===== config.mk =====
export PLATFORM = sky130hd
export DESIGN_NAME = key_edit_ctrl_flat
export DESIGN_NICKNAME = d
export VERILOG_FILES = /design/src/rtl/key_edit_pkg.sv /design/src/rtl/key_edit_ctrl_if.sv /design/src/rtl/key_event.sv /design/src/rtl/key_edit_ctrl.sv /design/src/flat_wrapper.sv
export SDC_FILE = /design/constraint.sdc
export NUM_CORES = 1
export LEC_CHECK = 0
export ABC_AREA = 1
export CAP_MARGIN = 20
export CELL_PAD_IN_SITES_DETAIL_PLACEMENT = 1
export CELL_PAD_IN_SITES_GLOBAL_PLACEMENT = 1
export CORE_AREA = 2 2 122 124
export DETAILED_ROUTE_END_ITERATION = 10
export DIE_AREA = 0 0 124 126
export PLACE_DENSITY = 0.73
export SYNTH_ARGS = -nofsm -noshare
export SYNTH_HDL_FRONTEND = slang
export SYNTH_SLANG_ARGS = --single-unit
export TNS_END_PERCENT = 50

===== constraint.sdc =====
create_clock -name CLK -period 2.41 [get_ports CLK]
set_input_delay 0.241 -clock CLK [delete_from_list [all_inputs] [get_ports CLK]]
set_output_delay 0.241 -clock CLK [all_outputs]
set_load 0.01 [all_outputs]

===== src/rtl/key_edit_pkg.sv =====
// Shared constants, mode encoding and field helpers for the alarm clock key/menu controller.
package key_edit_pkg;

  localparam int unsigned KEY_W    = 5;
  localparam int unsigned KEY_MENU   = 4;
  localparam int unsigned KEY_SET    = 3;
  localparam int unsigned KEY_CANCEL = 2;
  localparam int unsigned KEY_UP     = 1;
  localparam int unsigned KEY_DOWN   = 0;

  localparam int unsigned TIME_W   = 17;
  localparam int unsigned HOUR_LSB = 12;
  localparam int unsigned MIN_LSB  = 6;
  localparam int unsigned SEC_LSB  = 0;

  localparam logic [5:0] HOUR_MAX = 6'd23;
  localparam logic [5:0] MIN_MAX  = 6'd59;
  localparam logic [5:0] SEC_MAX  = 6'd59;

  typedef enum logic [2:0] {
    ViewTime  = 3'd0,
    ViewAlarm = 3'd1,
    EditHour  = 3'd2,
    EditMin   = 3'd3,
    EditSec   = 3'd4
  } mode_e;

  function automatic int unsigned idx_width(int unsigned n);
    return (n > 1) ? $clog2(n) : 1;
  endfunction

  // Out-of-range values step to 0 going up and to max going down.
  function automatic logic [5:0] wrap_step(logic [5:0] v, logic [5:0] max, logic up);
    if (up) begin
      return (v >= max) ? 6'd0 : v + 6'd1;
    end
    return (v == 6'd0 || v > max) ? max : v - 6'd1;
  endfunction

  function automatic logic [TIME_W-1:0] step_field(logic [TIME_W-1:0] t, mode_e m, logic up);
    logic [TIME_W-1:0] r;
    logic [5:0]        f;
    r = t;
    f = '0;
    case (m)
      EditHour: begin
        f = wrap_step({1'b0, t[HOUR_LSB +: 5]}, HOUR_MAX, up);
        r[HOUR_LSB +: 5] = f[4:0];
      end
      EditMin: begin
        f = wrap_step(t[MIN_LSB +: 6], MIN_MAX, up);
        r[MIN_LSB +: 6] = f;
      end
      EditSec: begin
        f = wrap_step(t[SEC_LSB +: 6], SEC_MAX, up);
        r[SEC_LSB +: 6] = f;
      end
      default: ;
    endcase
    return r;
  endfunction

  function automatic mode_e next_field(mode_e m);
    case (m)
      EditHour: return EditMin;
      EditMin:  return EditSec;
      default:  return EditHour;
    endcase
  endfunction

endpackage


===== src/rtl/key_edit_ctrl_if.sv =====
// Key/time inputs and menu/edit outputs of the key controller, bundled with directional views.
interface key_edit_ctrl_if #(
  parameter int unsigned NUM_ALARMS = 4
) ();

  localparam int unsigned AW = key_edit_pkg::idx_width(NUM_ALARMS);

  logic [4:0]               KEY;
  logic [16:0]              IN_TIME;
  logic [17*NUM_ALARMS-1:0] IN_ALARM;
  logic [2:0]               MODE;
  logic [AW-1:0]            ALM_IDX;
  logic                     EDIT_TGT;
  logic [16:0]              OUT_EDIT;
  logic                     COMMIT;
  logic                     TIMEOUT;
  logic [NUM_ALARMS-1:0]    ALARM_EN;

  modport master (
    output KEY, IN_TIME, IN_ALARM,
    input  MODE, ALM_IDX, EDIT_TGT, OUT_EDIT, COMMIT, TIMEOUT, ALARM_EN
  );

  modport slave (
    input  KEY, IN_TIME, IN_ALARM,
    output MODE, ALM_IDX, EDIT_TGT, OUT_EDIT, COMMIT, TIMEOUT, ALARM_EN
  );

endinterface


===== src/rtl/key_event.sv =====
// Key press edge detector; with KEY_AUTOREPEAT_EN defined, held UP/DOWN also auto-repeats.
module key_event
  import key_edit_pkg::*;
#(
  parameter int unsigned REPEAT_DLY  = 50,
  parameter int unsigned REPEAT_RATE = 10
) (
  input  logic       CLK,
  input  logic       RESETN,
  input  logic [4:0] key,
  output logic [4:0] ev
);

  if (REPEAT_DLY == 0 || REPEAT_RATE == 0) begin : g_cfg_check
    $error("key_event: REPEAT_DLY and REPEAT_RATE must be nonzero");
  end

  logic [4:0] key_d_q;
  logic       press;

  always_ff @(posedge CLK) begin
    if (!RESETN) begin
      key_d_q <= '0;
    end else begin
      key_d_q <= key;
    end
  end

  // A multi-hot chord keeps key_d_q nonzero, so nothing fires until all keys are released.
  assign press = $onehot(key) && (key_d_q == '0);

`ifdef KEY_AUTOREPEAT_EN
  localparam int unsigned MaxCnt = (REPEAT_DLY > REPEAT_RATE) ? REPEAT_DLY : REPEAT_RATE;
  localparam int unsigned CW     = $clog2(MaxCnt + 1);

  logic          rpt_act_q;
  logic [CW-1:0] rpt_cnt_q;
  logic          held;
  logic          fire;

  assign held = rpt_act_q && (key == key_d_q);
  assign fire = held && (rpt_cnt_q == '0);

  // Down-counter reaches zero exactly on the repeat edges.
  always_ff @(posedge CLK) begin
    if (!RESETN) begin
      rpt_act_q <= 1'b0;
      rpt_cnt_q <= '0;
    end else if (press && (key[KEY_UP] || key[KEY_DOWN])) begin
      rpt_act_q <= 1'b1;
      rpt_cnt_q <= CW'(REPEAT_DLY - 1);
    end else if (held) begin
      rpt_cnt_q <= fire ? CW'(REPEAT_RATE - 1) : rpt_cnt_q - 1'b1;
    end else begin
      rpt_act_q <= 1'b0;
    end
  end

  assign ev = (press || fire) ? key : '0;
`else
  assign ev = press ? key : '0;
`endif

endmodule


===== src/rtl/key_edit_ctrl.sv =====
// View/edit menu controller for time and NUM_ALARMS alarms; KEY_AUTOREPEAT_EN enables UP/DOWN
// auto-repeat in the key event stage.
module key_edit_ctrl
  import key_edit_pkg::*;
#(
  parameter int unsigned NUM_ALARMS  = 4,
  parameter int unsigned TIMEOUT_CYC = 1000,
  parameter int unsigned REPEAT_DLY  = 50,
  parameter int unsigned REPEAT_RATE = 10
) (
  input logic            CLK,
  input logic            RESETN,
  key_edit_ctrl_if.slave bus
);

  localparam int unsigned AW = idx_width(NUM_ALARMS);
  localparam int unsigned TW = $clog2(TIMEOUT_CYC + 1);

  localparam logic [AW-1:0] LastIdx = AW'(NUM_ALARMS - 1);
  localparam logic [TW-1:0] TmoLast = TW'(TIMEOUT_CYC - 1);

  if (NUM_ALARMS < 1 || TIMEOUT_CYC < 2) begin : g_cfg_check
    $error("key_edit_ctrl: need NUM_ALARMS >= 1 and TIMEOUT_CYC >= 2");
  end

  mode_e                 mode_q;
  logic [AW-1:0]         alm_idx_q;
  logic                  edit_tgt_q;
  logic [TIME_W-1:0]     edit_q;
  logic                  commit_q;
  logic                  timeout_q;
  logic [NUM_ALARMS-1:0] alarm_en_q;
  logic [TW-1:0]         tmo_cnt_q;

  logic [4:0]        ev;
  logic              expire;
  logic [TIME_W-1:0] sel_alarm;
  mode_e             ret_mode;

  key_event #(
    .REPEAT_DLY  (REPEAT_DLY),
    .REPEAT_RATE (REPEAT_RATE)
  ) u_key_event (
    .CLK    (CLK),
    .RESETN (RESETN),
    .key    (bus.KEY),
    .ev     (ev)
  );

  always_comb begin
    sel_alarm = bus.IN_ALARM[TIME_W*alm_idx_q +: TIME_W];
    ret_mode  = edit_tgt_q ? ViewAlarm : ViewTime;
    // Any key activity (even one producing no event) holds the timeout off.
    expire    = (mode_q != ViewTime) && (tmo_cnt_q == TmoLast) && (bus.KEY == '0);
  end

  always_ff @(posedge CLK) begin
    if (!RESETN) begin
      mode_q     <= ViewTime;
      alm_idx_q  <= '0;
      edit_tgt_q <= 1'b0;
      edit_q     <= '0;
      commit_q   <= 1'b0;
      timeout_q  <= 1'b0;
      alarm_en_q <= '0;
      tmo_cnt_q  <= '0;
    end else begin
      commit_q  <= 1'b0;
      timeout_q <= 1'b0;

      // Every state change is caused by a key or by expiry, so this also clears on entry.
      if (mode_q == ViewTime || bus.KEY != '0) begin
        tmo_cnt_q <= '0;
      end else begin
        tmo_cnt_q <= tmo_cnt_q + 1'b1;
      end

      if (expire) begin
        mode_q    <= ViewTime;
        timeout_q <= 1'b1;
      end else begin
        unique case (mode_q)
          ViewTime: begin
            if (ev[KEY_MENU]) begin
              mode_q    <= ViewAlarm;
              alm_idx_q <= '0;
            end else if (ev[KEY_SET]) begin
              edit_q     <= bus.IN_TIME;
              edit_tgt_q <= 1'b0;
              mode_q     <= EditHour;
            end
          end
          ViewAlarm: begin
            if (ev[KEY_UP]) begin
              alm_idx_q <= (alm_idx_q == LastIdx) ? '0 : alm_idx_q + 1'b1;
            end else if (ev[KEY_DOWN]) begin
              alm_idx_q <= (alm_idx_q == '0) ? LastIdx : alm_idx_q - 1'b1;
            end else if (ev[KEY_CANCEL]) begin
              alarm_en_q[alm_idx_q] <= ~alarm_en_q[alm_idx_q];
            end else if (ev[KEY_SET]) begin
              edit_q     <= sel_alarm;
              edit_tgt_q <= 1'b1;
              mode_q     <= EditHour;
            end else if (ev[KEY_MENU]) begin
              mode_q <= ViewTime;
            end
          end
          EditHour, EditMin, EditSec: begin
            if (ev[KEY_MENU]) begin
              mode_q <= next_field(mode_q);
            end else if (ev[KEY_UP]) begin
              edit_q <= step_field(edit_q, mode_q, 1'b1);
            end else if (ev[KEY_DOWN]) begin
              edit_q <= step_field(edit_q, mode_q, 1'b0);
            end else if (ev[KEY_SET]) begin
              commit_q <= 1'b1;
              if (edit_tgt_q) begin
                alarm_en_q[alm_idx_q] <= 1'b1;
              end
              mode_q <= ret_mode;
            end else if (ev[KEY_CANCEL]) begin
              mode_q <= ret_mode;
            end
          end
          default: mode_q <= ViewTime;
        endcase
      end
    end
  end

  assign bus.MODE     = mode_q;
  assign bus.ALM_IDX  = alm_idx_q;
  assign bus.EDIT_TGT = edit_tgt_q;
  assign bus.OUT_EDIT = edit_q;
  assign bus.COMMIT   = commit_q;
  assign bus.TIMEOUT  = timeout_q;
  assign bus.ALARM_EN = alarm_en_q;

endmodule


===== src/flat_wrapper.sv =====
// flat-port wrapper written by rule: the top's interface ports become plain ports
module key_edit_ctrl_flat import key_edit_pkg::*;
#(
  parameter int unsigned NUM_ALARMS  = 4,
  parameter int unsigned TIMEOUT_CYC = 1000,
  parameter int unsigned REPEAT_DLY  = 50,
  parameter int unsigned REPEAT_RATE = 10
)
  (CLK, RESETN, bus_KEY, bus_IN_TIME, bus_IN_ALARM, bus_MODE, bus_ALM_IDX, bus_EDIT_TGT, bus_OUT_EDIT, bus_COMMIT, bus_TIMEOUT, bus_ALARM_EN);
  key_edit_ctrl_if #(.NUM_ALARMS(NUM_ALARMS)) bus_i ();
  input logic CLK;
  input logic RESETN;
  input wire logic [$bits(bus_i.KEY)-1:0] bus_KEY;
  input wire logic [$bits(bus_i.IN_TIME)-1:0] bus_IN_TIME;
  input wire logic [$bits(bus_i.IN_ALARM)-1:0] bus_IN_ALARM;
  output wire logic [$bits(bus_i.MODE)-1:0] bus_MODE;
  output wire logic [$bits(bus_i.ALM_IDX)-1:0] bus_ALM_IDX;
  output wire logic [$bits(bus_i.EDIT_TGT)-1:0] bus_EDIT_TGT;
  output wire logic [$bits(bus_i.OUT_EDIT)-1:0] bus_OUT_EDIT;
  output wire logic [$bits(bus_i.COMMIT)-1:0] bus_COMMIT;
  output wire logic [$bits(bus_i.TIMEOUT)-1:0] bus_TIMEOUT;
  output wire logic [$bits(bus_i.ALARM_EN)-1:0] bus_ALARM_EN;
  assign bus_i.KEY = bus_KEY;
  assign bus_i.IN_TIME = bus_IN_TIME;
  assign bus_i.IN_ALARM = bus_IN_ALARM;
  assign bus_MODE = bus_i.MODE;
  assign bus_ALM_IDX = bus_i.ALM_IDX;
  assign bus_EDIT_TGT = bus_i.EDIT_TGT;
  assign bus_OUT_EDIT = bus_i.OUT_EDIT;
  assign bus_COMMIT = bus_i.COMMIT;
  assign bus_TIMEOUT = bus_i.TIMEOUT;
  assign bus_ALARM_EN = bus_i.ALARM_EN;
  key_edit_ctrl #(.NUM_ALARMS(NUM_ALARMS), .TIMEOUT_CYC(TIMEOUT_CYC), .REPEAT_DLY(REPEAT_DLY), .REPEAT_RATE(REPEAT_RATE)) u_core (.CLK(CLK), .RESETN(RESETN), .bus(bus_i));
endmodule

==> results.cfg <==
[critical_path]
critical-path-top-cell-by-count = nor2_4
type_of_destination_of_the_critical_path = flop
worst-path-max-fanout = 6
worst_path_largest_cell_delay_ps = 490
crit_path_cell_trace = buf_8, inv_4, fa_1, fa_2, inv_2, ha_4, nor2_4, nand2_2, nor2_4, buf_12, nand3_1, nand2_4, nor2_4, nand3b_1, clkbuf_16, nand2_1, nand2_1, nor2_1
criticalPathCategory = in -> reg
worstSetupStartpointType = input port
worst_ep_required_time_ps = 2610
crit_path_slowest_cell = fa_1
worst_ep_arrival_time_ps = 2830

[timing]
fmax_mhz = 380
final_period_minus_worst_setup_slack_ps = 2630
hold_slack_ps = 153
max_clock_skew_ps = 6.27
rsz0062_at_grt = yes
fin_crit_sh_pct = 109
setup_ws_ps = -223
maxSlewHeadroom_pct = 64.6
hold_violations = 0
setup_viol_count_final = 25
worstMarginPinSlew_ps = 528
total_count_of_max_transition_violations_in_the_final_report = 0

[global_routing]
gr-usage-met1_pct = 26.0
antenna_violations_before_repair = 0
gr-total-overflow = 0
wire_length_of_the_first_global_routing_pass_um = 26500
top_usage_layer = met2
gr_util_met3_pct = 3.22
met2_usage_pct = 38.3
grt_max_degree = 42
grt_resource_usage_total_pct = 21.3
first_global_vias = 5381

[clock_tree]
cts.hold.buffers_added = 0
cts_max_level = 2
clock_edge_transition_at_the_registers_on_the_reported_setup_and_hold_paths_ps = 70
cts_root_buf = clkbuf_16
clockBufferDepth = 2
cts.sinks = 44
cts_inserted_buffers = 5
tritoncts = built
worst_skew_pair.late_latency_ps = 300

[power]
leakage_nw = 2.77
cellInternalPower_w = 0.00305
power_density_nw_per_um2 = 1030
swShare_pct = 51.4
peak_supply_drop_mv = 0.462
sequential_fraction_of_design_power_pct = 18.9
total_power_w = 0.00628
clkPwrFrac_pct = 11.3
p_comb_share_pct = 69.7
power.net_switching_w = 0.00323

[placement]
gpl_congestion = 0.888
dp_hpwl_um = 12200
placement.io_buffers = 120
dp.cells = 1013
dp_slack_ps = -995

[cells_and_area]
flow.area_growth_from_synthesis_pct = 55.1
layout.cells.non_filler = 1035
drive_above_1_share_pct = 14.0
antenna_cells = 0
nets = 958

[floorplan]
placementRows = 44
chipWidth_um = 124
floorplan.initialDensity_pct = 27.5
die_y_um = 126
overall_die_area_um2 = 15600
core_um2 = 14300
floorplan.io_pins = 121

[routing]
wire_per_inst_um = 16.1
drt-total-wl_um = 16700
drc = 0
final_antenna_net_count = 0
first_pass_iters = 4
routed-via-count = 5031
drt_first_iter_violations = 159
vias_per_std_cell = 4.86

[flow_run]
max-cap-violations = 0

[logic_synthesis]
yosys-mux-area-fraction_pct = 0
synth_enable_flop_cells = 0
yosys.cell_count.top_type = nand2_1
syn-num-nets = 813
synth-xor-area-share_pct = 2.00
synth.area.top_cells = nand2_1 (23%), dfxtp_1 (22%), nand3_1 (13%), nor2_1 (8.8%), inv_1 (7.0%)
synth.cells.most_frequent = nand2_1 (243), nand3_1 (105), nor2_1 (92), inv_1 (73), dfxtp_1 (44)
synth.avg_cell_area_um2 = 5.58
netlist_area_um2 = 3930
synthFlopType = dfxtp_1
post_synth_adder_cell_area_pct = 5.47
netlist.area_leader.share_pct = 23.2
synth-warning-count = 0
synth-compound-area-share_pct = 7.60
synth-async-reset-ratio_pct = 0
synth_simple_gate_area_share_pct = 51.6
synth_register_bits = 44
seq_area_frac_synth_pct = 22.4
synth_top_family_by_area = simple AND/OR/NAND/NOR gates
post_synth_inst_count = 705
synth_cell_type_count = 35
yosysTopAreaCell = nand2_1

[worst_hold_path]
timing.hold.worst.class = in -> reg

[run_status]
run_status = finished, violations left
violations = negative setup slack
==> power by group through the flow <==
stage | clock (W) | combinational [W] | sequential [W]
finish | 0.000712 | 0.00438 | 0.00119
floorplan | 0 | 0.00249 | 0.00120
detailed placement | 0 | 0.00391 | 0.00120
global placement | 0 | 0.00378 | 0.00120
global route | 0.000767 | 0.00488 | 0.00122
CTS | 0.000738 | 0.00426 | 0.00119
==> cell families (layout without fill, tap and decap cells) <==
logic type                 after synthesis  count (layout)
buffers and inverters                  106             251
DFF                                     44              44
and+or+nand+nor                        475             476
AOI/OAI and AO/OA                       55              55
adders and majority gates               16              16
xor gates and xnor gates                 9               9
==> critical path, delay by kind of cell <==
family                   cells  cell delay [ps]
AND/OR/NAND/NOR             10             1010
buffers and inverters        5              530
adder cells (fa/ha/maj)      3             1040
==> area by class of cell <==
cell class,instances,area [um2]
clock buffers,5,125
inverters,80,310
clock inverters,3,23.8
well taps,184,230
multi-input cells,556,2900
fillers,1904,8220
repair buffers,163,1630
flip-flops and latches,44,881
==> routing by layer <==
metal  wire length (um)  part of all wire, %
met1               7190                   43
met2               8510                   51
met3                786                  4.7
met4                170                  1.0
met5                  0                    0
==> metrics by stage <==
step | area, um2 | setup TNS (ps) | util [%]
after global placement | 5520 | -24160 | 38.5
after CTS | 5980 | -4740 | 41.8
after global routing | 6100 | -7390 | 42.6
after floorplan | 3950 | -2060 | -
after detailed placement | 5520 | -26130 | 38.5
final | 6100 | -3400 | 42.6
==> path summary, 6_finish.rpt <==
check	start	to	slack [ps]	cells past startpoint
max	bus_KEY[1]	u_core.bus.OUT_EDIT[2]	-220	18
min	bus_KEY[0]	u_core.u_key_event.key_d_q[0]	150	3
max reg2reg	u_core.bus.MODE[2]	u_core.bus.OUT_EDIT[2]	300	11
min reg2reg	u_core.tmo_cnt_q[0]	u_core.tmo_cnt_q[0]	450	1
==> state kept, by name (all words and copies together), names as in the netlist <==
register                    flops
u_core.bus.OUT_EDIT            17
u_core.tmo_cnt_q               10
u_core.u_key_event.key_d_q      5
u_core.bus.ALARM_EN             4
u_core.bus.MODE                 3
u_core.bus.ALM_IDX              2
u_core.bus.COMMIT               1
u_core.bus.EDIT_TGT             1
u_core.bus.TIMEOUT              1
==> layout by cell type (no fill, tap or decap), types with 3 or more instances in the layout <==
master | netlist | routed
o21ai_0 | 26 | 24
nor2_4 | 1 | 8
o211ai_1 | 3 | 3
nand3b_1 | 7 | 7
inv_1 | 73 | 67
buf_6 | 2 | 6
nand2_1 | 243 | 228
nand3_2 | 2 | 4
nor3_1 | 4 | 4
xor2_1 | 6 | 6
nand3_1 | 105 | 99
nand4_1 | 8 | 8
nand3_4 | 0 | 5
buf_4 | 2 | 33
nor2_2 | 2 | 8
a21oi_1 | 19 | 17
nand2_2 | 5 | 13
clkbuf_16 | 0 | 6
o21bai_1 | 3 | 3
ha_1 | 14 | 13
inv_2 | 6 | 10
dfxtp_1 | 44 | 44
buf_12 | 0 | 3
clkdlybuf4s50_1 | 0 | 116
nand2_4 | 2 | 7
xnor2_1 | 3 | 3
nor2_1 | 92 | 79
==> repair_timing <==
action                     4_1_cts  5_1_grt
gates cloned                     4        0
resized for setup               65       28
setup endpoints to repair       28       28
pin swaps                       16       17
buffers inserted                 8        2
Power figures use the tool's default switching activity.
